<file path="src/rtl/cfg_word_tx_pkg.sv">
// Shared types and helpers for the change-detect word transmitter.
// State encoding, commit-counter width and timer width sizing.
package cfg_word_tx_pkg;

   typedef enum logic [1:0] {
      INIT = 2'd0,
      IDLE = 2'd1,
      HOLD = 2'd2
   } state_t;

   localparam int UPDATE_CNT_W = 16;

   // The shared timer must reach RST_DELAY-1, HOLD_CYCLES and REFRESH_PERIOD-1.
   function automatic int cnt_w(input int rst_delay,
                                input int hold_cycles,
                                input int refresh_period);
      int m;
      m = rst_delay;
      if (hold_cycles + 1 > m) m = hold_cycles + 1;
      if (refresh_period > m) m = refresh_period;
      return $clog2(m) + 1;
   endfunction

endpackage

</file>
<file path="src/rtl/cfg_tx_timer.sv">
// Loadable up-counter with terminal-count compare and synchronous clear.
// Priority: reset, clear, load, enable.
module cfg_tx_timer #(
   parameter int W = 8
) (
   input  logic         clk,
   input  logic         nreset,
   input  logic         clr,
   input  logic         load,
   input  logic [W-1:0] load_val,
   input  logic         en,
   input  logic [W-1:0] tc_val,
   output logic         tc
);

   logic [W-1:0] cnt;

   always_ff @(posedge clk) begin
      if (!nreset) begin
         cnt <= '0;
      end else if (clr) begin
         cnt <= '0;
      end else if (load) begin
         cnt <= load_val;
      end else if (en) begin
         cnt <= cnt + 1'b1;
      end
   end

   assign tc = (cnt == tc_val);

endmodule

</file>
<file path="src/rtl/cfg_word_tx.sv">
// Transmit side of the N-bit change-detect interface: commits staged words with a bvalid hold.
// Optional periodic refresh strobes are built when CFG_WORD_TX_REFRESH_EN is defined.
module cfg_word_tx
   import cfg_word_tx_pkg::*;
#(
   parameter int N              = 8,
   parameter int RST_DELAY      = 100,
   parameter int HOLD_CYCLES    = 4,
   parameter int REFRESH_PERIOD = 1024
) (
   input  logic                    clk,
   input  logic                    nreset,
   input  logic                    wr_en,
   input  logic [N-1:0]            wr_data,
   output logic                    busy,
   output logic [N-1:0]            dout,
   output logic                    bvalid,
   output logic [UPDATE_CNT_W-1:0] update_count
);

   localparam int CW = cnt_w(RST_DELAY, HOLD_CYCLES, REFRESH_PERIOD);
   localparam logic [CW-1:0] INIT_TC = CW'(RST_DELAY - 1);
   localparam logic [CW-1:0] HOLD_TC = CW'(HOLD_CYCLES);
   localparam logic [CW-1:0] ONE     = CW'(1);

   state_t state, state_nx;

   logic [N-1:0]            stage, stage_nx;
   logic                    pending, pending_nx, pend_base;
   logic [N-1:0]            dout_nx;
   logic                    bvalid_nx;
   logic [UPDATE_CNT_W-1:0] upd_nx;

   logic          t_clr, t_load, t_en, t_tc;
   logic [CW-1:0] t_tc_val;

   assign t_tc_val = (state == INIT) ? INIT_TC : HOLD_TC;

   cfg_tx_timer #(.W(CW)) u_phase_timer (
      .clk      (clk),
      .nreset   (nreset),
      .clr      (t_clr),
      .load     (t_load),
      .load_val (ONE),
      .en       (t_en),
      .tc_val   (t_tc_val),
      .tc       (t_tc)
   );

`ifdef CFG_WORD_TX_REFRESH_EN
   localparam logic [CW-1:0] REF_TC =
      (REFRESH_PERIOD == 0) ? '0 : CW'(REFRESH_PERIOD - 1);

   logic r_clr, r_en, r_tc;

   cfg_tx_timer #(.W(CW)) u_refresh_timer (
      .clk      (clk),
      .nreset   (nreset),
      .clr      (r_clr),
      .load     (1'b0),
      .load_val ('0),
      .en       (r_en),
      .tc_val   (REF_TC),
      .tc       (r_tc)
   );
`endif

   always_comb begin
      state_nx  = state;
      dout_nx   = dout;
      bvalid_nx = 1'b0;
      upd_nx    = update_count;
      pend_base = pending;
      t_clr     = 1'b0;
      t_load    = 1'b0;
      t_en      = 1'b0;
`ifdef CFG_WORD_TX_REFRESH_EN
      r_clr     = 1'b1;
      r_en      = 1'b0;
`endif
      unique case (state)
         INIT: begin
            if (t_tc) begin
               state_nx = IDLE;
               t_clr    = 1'b1;
            end else begin
               t_en = 1'b1;
            end
         end
         IDLE: begin
            if (pending) begin
               dout_nx   = stage;
               bvalid_nx = 1'b1;
               pend_base = 1'b0;
               upd_nx    = update_count + 1'b1;
               t_load    = 1'b1;
               state_nx  = HOLD;
            end else begin
`ifdef CFG_WORD_TX_REFRESH_EN
               if (REFRESH_PERIOD != 0) begin
                  if (r_tc) begin
                     bvalid_nx = 1'b1;
                  end else begin
                     r_clr = 1'b0;
                     r_en  = 1'b1;
                  end
               end
`endif
            end
         end
         HOLD: begin
            if (t_tc) begin
               state_nx = IDLE;
               t_clr    = 1'b1;
            end else begin
               bvalid_nx = 1'b1;
               t_en      = 1'b1;
            end
         end
         default: begin
            state_nx = INIT;
            t_clr    = 1'b1;
         end
      endcase

      // Pending is judged against the word dout will hold after this edge.
      stage_nx   = wr_en ? wr_data : stage;
      pending_nx = wr_en ? (wr_data != dout_nx) : pend_base;
   end

   always_ff @(posedge clk) begin
      if (!nreset) begin
         state        <= INIT;
         busy         <= 1'b1;
         dout         <= '0;
         bvalid       <= 1'b0;
         update_count <= '0;
         stage        <= '0;
         pending      <= 1'b0;
      end else begin
         state        <= state_nx;
         busy         <= (state_nx != IDLE);
         dout         <= dout_nx;
         bvalid       <= bvalid_nx;
         update_count <= upd_nx;
         stage        <= stage_nx;
         pending      <= pending_nx;
      end
   end

endmodule
</file>
<file path="config.mk">
export PLATFORM = sky130hd
export DESIGN_NAME = cfg_word_tx
export DESIGN_NICKNAME = d
export VERILOG_FILES = /design/src/rtl/cfg_word_tx_pkg.sv /design/src/rtl/cfg_tx_timer.sv /design/src/rtl/cfg_word_tx.sv
export SDC_FILE = /design/constraint.sdc
export NUM_CORES = 1
export LEC_CHECK = 0
export CAP_MARGIN = 10
export CORE_MARGIN = 2
export CORE_UTILIZATION = 36
export DETAILED_ROUTE_END_ITERATION = 6
export GPL_ROUTABILITY_DRIVEN = 0
export PLACE_DENSITY_LB_ADDON = 0.05
export SYNTH_ARGS = -nofsm -noshare
export SYNTH_HDL_FRONTEND = slang
export SYNTH_SLANG_ARGS = --single-unit
</file>
<file path="constraint.sdc">
create_clock -name clk -period 4.2 [get_ports clk]
set_input_delay 0.42 -clock clk [delete_from_list [all_inputs] [get_ports clk]]
set_output_delay 0.42 -clock clk [all_outputs]
set_load 0.01 [all_outputs]
</file>
* Word-level counts from Yosys, hierarchy flattened
Cells that the tools add are included.
W data, S select, Z words.
** Operators by class
- $add $sub $neg :: 2
- Multipliers :: 0
- Div/mod/pow operators :: 0
- Magnitude comparators :: 0
- Equality and inequality tests :: 5
- Shift-type cells :: 0
- Muxes and demuxes :: 17
- Bitwise logic cells :: 1
- Reduce and logical (&&, ||, !) cells :: 7
** Operator list (number)
- $add A16 B1 Y16 const B :: 1
- $mux W8 :: 2
- $add A11 B1 Y11 const B :: 1
- $eq A11 B7 Y1 :: 1
- $mux W1 :: 9
- $ne A8 B8 Y1 :: 1
- $mux W7 :: 1
- $mux W2 :: 2
- $pmux W1 S2 :: 2
- $pmux W2 S2 :: 1
- $reduce_bool A2 Y1 :: 2
- $reduce_or A2 Y1 :: 2
- $reduce_or A3 Y1 :: 1
- $eq A2 B1 Y1 const B :: 1
- $eq A2 B2 Y1 const B :: 1
- $logic_not A2 Y1 :: 1
- $ne A2 B1 Y1 const B :: 1
- $reduce_and A2 Y1 :: 1
- $not A1 Y1 :: 1
** Storage, ports and cells
- Register bits after elaboration :: 48
- Latch bits :: 0
- RAM bits :: 0
- ROM bits :: 0
- Bits of input ports :: 11
- Output and inout port bits :: 26
- Word-level logic and storage cells :: 41
- Memories :: 0

* Longest topological paths before layout
- Word-level depth :: 7
- Mapped depth :: 8
- Depth with buffers taken out :: 7

* By module
From an unflattened synthesis, not the netlist that was laid out.
** Unflattened totals
- Cells, all modules :: 280
- Area, all modules :: 2498.6 µm²
** Modules (own cells, without submodules)
- cfg_word_tx :: instances 1, cells each 193, area an instance 1755.4 µm², sequential area each 740.7 µm²
- cfg_tx_timer :: instances 1, cells each 87, area an instance 743.2 µm², sequential area each 220.2 µm²

* Least setup slack after synthesis
OpenSTA, ideal clock, no wires.
- Path type :: reg-to-reg
- From :: register state[1]
- To :: register pending
- Library setup time :: 0.129 ns
- Arrival time :: 1.725 ns
- Required time :: 4.071 ns
- Slack :: 2.346 ns
- Stages on the path, launching flop included :: 9
- Path buffers :: 1
- Clock period less this slack :: 1.854 ns
- Cells stage by stage :: dfxtp_1 inv_1 ha_1 nand2_1 buf_4 mux2i_1 xnor2_1 a2111oi_1 a21oi_1
** Between the ends
- Word-level cells in the longest chain between the ends :: 4
- Elaborated cells on any way between the ends :: 5
- Those cells by class :: 2 x eq/ne; 2 x mux; 1 x reduce/logical
** RTL lines
- start, declared :: line cfg_word_tx.sv:26 : state_t state, state_nx;
- start signal, assigned :: line cfg_word_tx.sv:141 : state <= state_nx;
- $eq A2 B1 Y1 (*) :: line cfg_word_tx.sv:81 : unique case (state)
- $mux W8 :: line cfg_word_tx.sv:81
- $ne A8 B8 Y1 :: line cfg_word_tx.sv:128 : pending_nx = wr_en ? (wr_data != dout_nx) : pend_base;
- $mux W1 :: line cfg_word_tx.sv:128
- end signal, assigned :: line cfg_word_tx.sv:147 : pending <= pending_nx;
- end, declared :: line cfg_word_tx.sv:29 : logic pending, pending_nx, pend_base;
Every way passes the cells marked *; elsewhere a longest branch is shown, timed or not.
A chain may end at the register's enable or synchronous reset.

* Worst setup path in the final report
- From :: register state[0]
- To :: register update_count[8]
** Between the ends
- Word-level cells in the longest chain between the ends :: 2
** RTL lines
- $eq A2 B1 Y1 :: line cfg_word_tx.sv:81
- $reduce_and A2 Y1 (no source line)
- end signal, assigned :: line cfg_word_tx.sv:145 : update_count <= upd_nx;
- end, declared :: line cfg_word_tx.sv:18 : output logic [UPDATE_CNT_W-1:0] update_count
Every way passes these cells.

==> qor.csv <==
stage,metric,value,unit
outcome,status,"complete, no violations",
sta,period utilisation layout,56.3,%
yosys,Synth top cells by count,"48 x dfxtp_1, 21 x nor2_1, 19 x nand2_1, 19 x xnor2_1, 15 x nor2b_1",
routing,DRC Markers,0,
cells_and_area,Area Overhead vs Synth,22.8,%
power,power per cell area,285,nW/um^2
routing,Vias,1733,
sta,RSZ-0062 raised after global routing,false,
yosys,most area-consuming cells after synthesis,"dfxtp_1 42%, xnor2_1 7.3%, mux2i_1 6.1%, nor2b_1 4.1%, xor2_1 3.8%",
yosys,Post-Syn Area,2280,um^2
yosys,sequential fraction of the synthesis area,42.1,%
sta,Period minus WS final,2.36,ns
clock_tree,H-tree depth,2,
sta,fmax,0.423,GHz
grt,global-route wire length before repair,7990,um
sta,Final Hold Viols,0,
die,area of the core,6240,um^2
worst_setup_path,CP Launch Type,flip-flop,
clock_tree,Worst-path clk slew,0.09,ns
grt,largest net degree at the start of global routing,37,
routing,drt wl/cell,12.5,um
yosys,Mapped Cells,247,
run,Max Cap Viol,0,
die,row cnt,29,
sta,setup TNS,0,ns
yosys,ys flop type,dfxtp_1,
die,Die W,83.7,um
yosys,Synth Register Bits,48,
clock_tree,CTS root buf,clkbuf_8,
worst_setup_path,max incr delay on CP,0.50,ns
worst_setup_path,FF-to-FF setup slack,1.84,ns
worst_hold_path,hold crit path type,flip-flop to flip-flop,
yosys,Post-synth EDFFs,0,
grt,grt total ovfl,0,
yosys,top-count cell post-synth,dfxtp_1,
power,Peak VDD IR,0.000162,V
die,die height,83.7,um
worst_setup_path,Crit-path slowest cell,dfxtp_1,
placement,Post-DP HPWL,3160,um
grt,vias in the first global route,1730,
yosys,Unique masters post-synth,41,
cells_and_area,Ant. Diodes,0,
power,leak pwr,1.05,nW
routing,Routed WL,4500,um
yosys,"Net Count, Synth",264,
sta,Final Skew,0.00958,ns
clock_tree,CTS resizes,0,
routing,Antenna Nets Post-Route,0,
yosys,post-synthesis average cell area,9.25,um^2
die,die area,7000,um^2
yosys,post-synth top area share,42.1,%
die,initial core utilization,36.6,%
cells_and_area,post-route core utilization,45.0,%
placement,port bufs,36,
worst_setup_path,cell chain of the critical path,ha_1 -> and2_1 -> nand4_1 -> or3_1 -> a21boi_0,
yosys,asr flop ratio synth,0,%
worst_setup_path,WP data arrival,2.59,ns
cells_and_area,nets,300,
yosys,cell taking the most area after synthesis,dfxtp_1,
clock_tree,Post-CTS Setup Bufs,0,
worst_setup_path,data required time of the critical path,4.43,ns
grt,initial antenna violation count,0,
cells_and_area,layout cell share with drive strength beyond 1,5.99,%
worst_setup_path,Setup crit end kind,flip-flop,
sta,Max Slew Vio Count,0,
routing,vias per cell,4.80,
die,total I/O pin count,37,
routing,Initial DRC Count,72,
clock_tree,worst skew pair latency,0.30,ns
worst_setup_path,worst-path maximum fanout,15,
yosys,Ys Warns,0,
clock_tree,CTS tree,built,
worst_setup_path,WS Path Type,flip-flop to flip-flop,
routing,Initial DRT Pass Iterations,4,
clock_tree,maximum root-to-sink buffer count,2,
sta,worst rel slew slack,61.5,%
clock_tree,CTS Hold Bufs,0,
grt,GRT Total Usage,13.9,%
clock_tree,total CTS buffers,5,
sta,Setup Viol. Count Final,0,
clock_tree,clock sink total,48,
sta,Worst-Margin Slew,0.575,ns
cells_and_area,Layout fillers,629,
==> sequential cells by signal, indices dropped and copies added (netlist names) <==
| register | flops |
|---|---|
| busy | 1 |
| bvalid | 1 |
| dout | 8 |
| pending | 1 |
| stage | 8 |
| state | 2 |
| u_phase_timer.cnt | 11 |
| update_count | 16 |
==> layout by cell type, fill, tap and decap left out, types with 2 or more instances in the layout <==
cell type	Yosys	routed
clkbuf_8	0	6
nor2_1	21	21
or3_1	5	5
and2_1	12	12
nand3b_1	2	2
clkdlybuf4s50_1	0	36
xor2_1	10	10
xnor2_1	19	19
clkinv_2	0	2
o21ai_0	9	9
and3_1	5	5
ha_1	6	6
nand2_1	19	19
mux2i_1	14	14
inv_1	8	8
a21boi_0	6	6
nand3_1	4	4
nand4_1	2	2
nor3_1	7	7
a21oi_1	4	4
nor2b_1	15	15
o2111ai_1	2	2
nand2b_1	2	2
a21boi_1	2	2
a211oi_1	2	2
dfxtp_1	48	48
==> cell type report <==
cell class	instances	area (um^2)	area share, %
clock inverters	2	10.0	0.357
inverters	8	30.0	1.07
clock buffers	6	82.6	2.94
flip-flops and latches	48	961	34.2
multi-input cells	183	1260	44.9
well taps	77	96.3	3.43
repair buffers	37	368	13.1
==> cells by family after synthesis <==
| kind of cell | synth area share (%) |
|---|---|
| buffers and inverters | 2.85 |
| and+or+nand+nor | 23.9 |
| muxes | 6.13 |
| xor gates and xnor gates | 11.1 |
| adders and majority gates | 3.29 |
| DFF | 42.1 |
| AOI/OAI and AO/OA | 10.6 |
==> power breakdown <==
group	internal, mW	switching, mW	total, mW
Sequential	0.463	0.00764	0.470
Combinational	0.0261	0.0210	0.0471
Clock	0.132	0.152	0.284
Total	0.620	0.181	0.801
==> final timing paths <==
kind                                                     end             startpoint  cells past startpoint
worst max-delay path            update_count[8]$_SDFFE_PN0P_    state[0]$_SDFF_PN0_                      5
worst min-delay path                      dout[2]$_SDFF_PN0_  stage[2]$_SDFFE_PN0P_                      2
worst max register to register  update_count[8]$_SDFFE_PN0P_    state[0]$_SDFF_PN0_                      5
worst min register to register            dout[2]$_SDFF_PN0_  stage[2]$_SDFFE_PN0P_                      2
==> through the flow <==
step | hold slack (ns) | total power [mW] | instances | worst slack (ns) | cell area, um^2
global route | 0.545 | 0.842 | 361 | 1.60 | 2810
detailed placement | 0.493 | 0.529 | 353 | 1.84 | 2710
floorplan | 0.464 | 0.508 | 247 | 2.35 | 2280
global placement | 0.490 | 0.530 | 353 | 1.95 | 2710
finish | 0.499 | 0.801 | 361 | 1.84 | 2810
CTS | 0.506 | 0.819 | 361 | 1.82 | 2810
==> layer usage <==
layer  routed length, um  vias to the layer above  global-route usage (%)  part of all wire, %
met2                2050                       25                    21.5                   45
met3                 165                        5                    4.55                  3.7
li1                    -                      910                       -                    -
met4                  53                        0                    3.96                  1.2
met1                2230                      793                    18.6                   50
met5                   0                        -                       0                    0
==> worst max-delay path, delay by kind of cell, from the launching register on <==
| kind | cells | cell delay [ns] |
|---|---|---|
| AO/OA/AOI/OAI | 1 | 0.16 |
| adder cells (fa/ha/maj) | 1 | 0.33 |
| AND/OR/NAND/NOR | 3 | 1.29 |
| flip-flops | 1 | 0.50 |
Power figures use the tool's default switching activity.
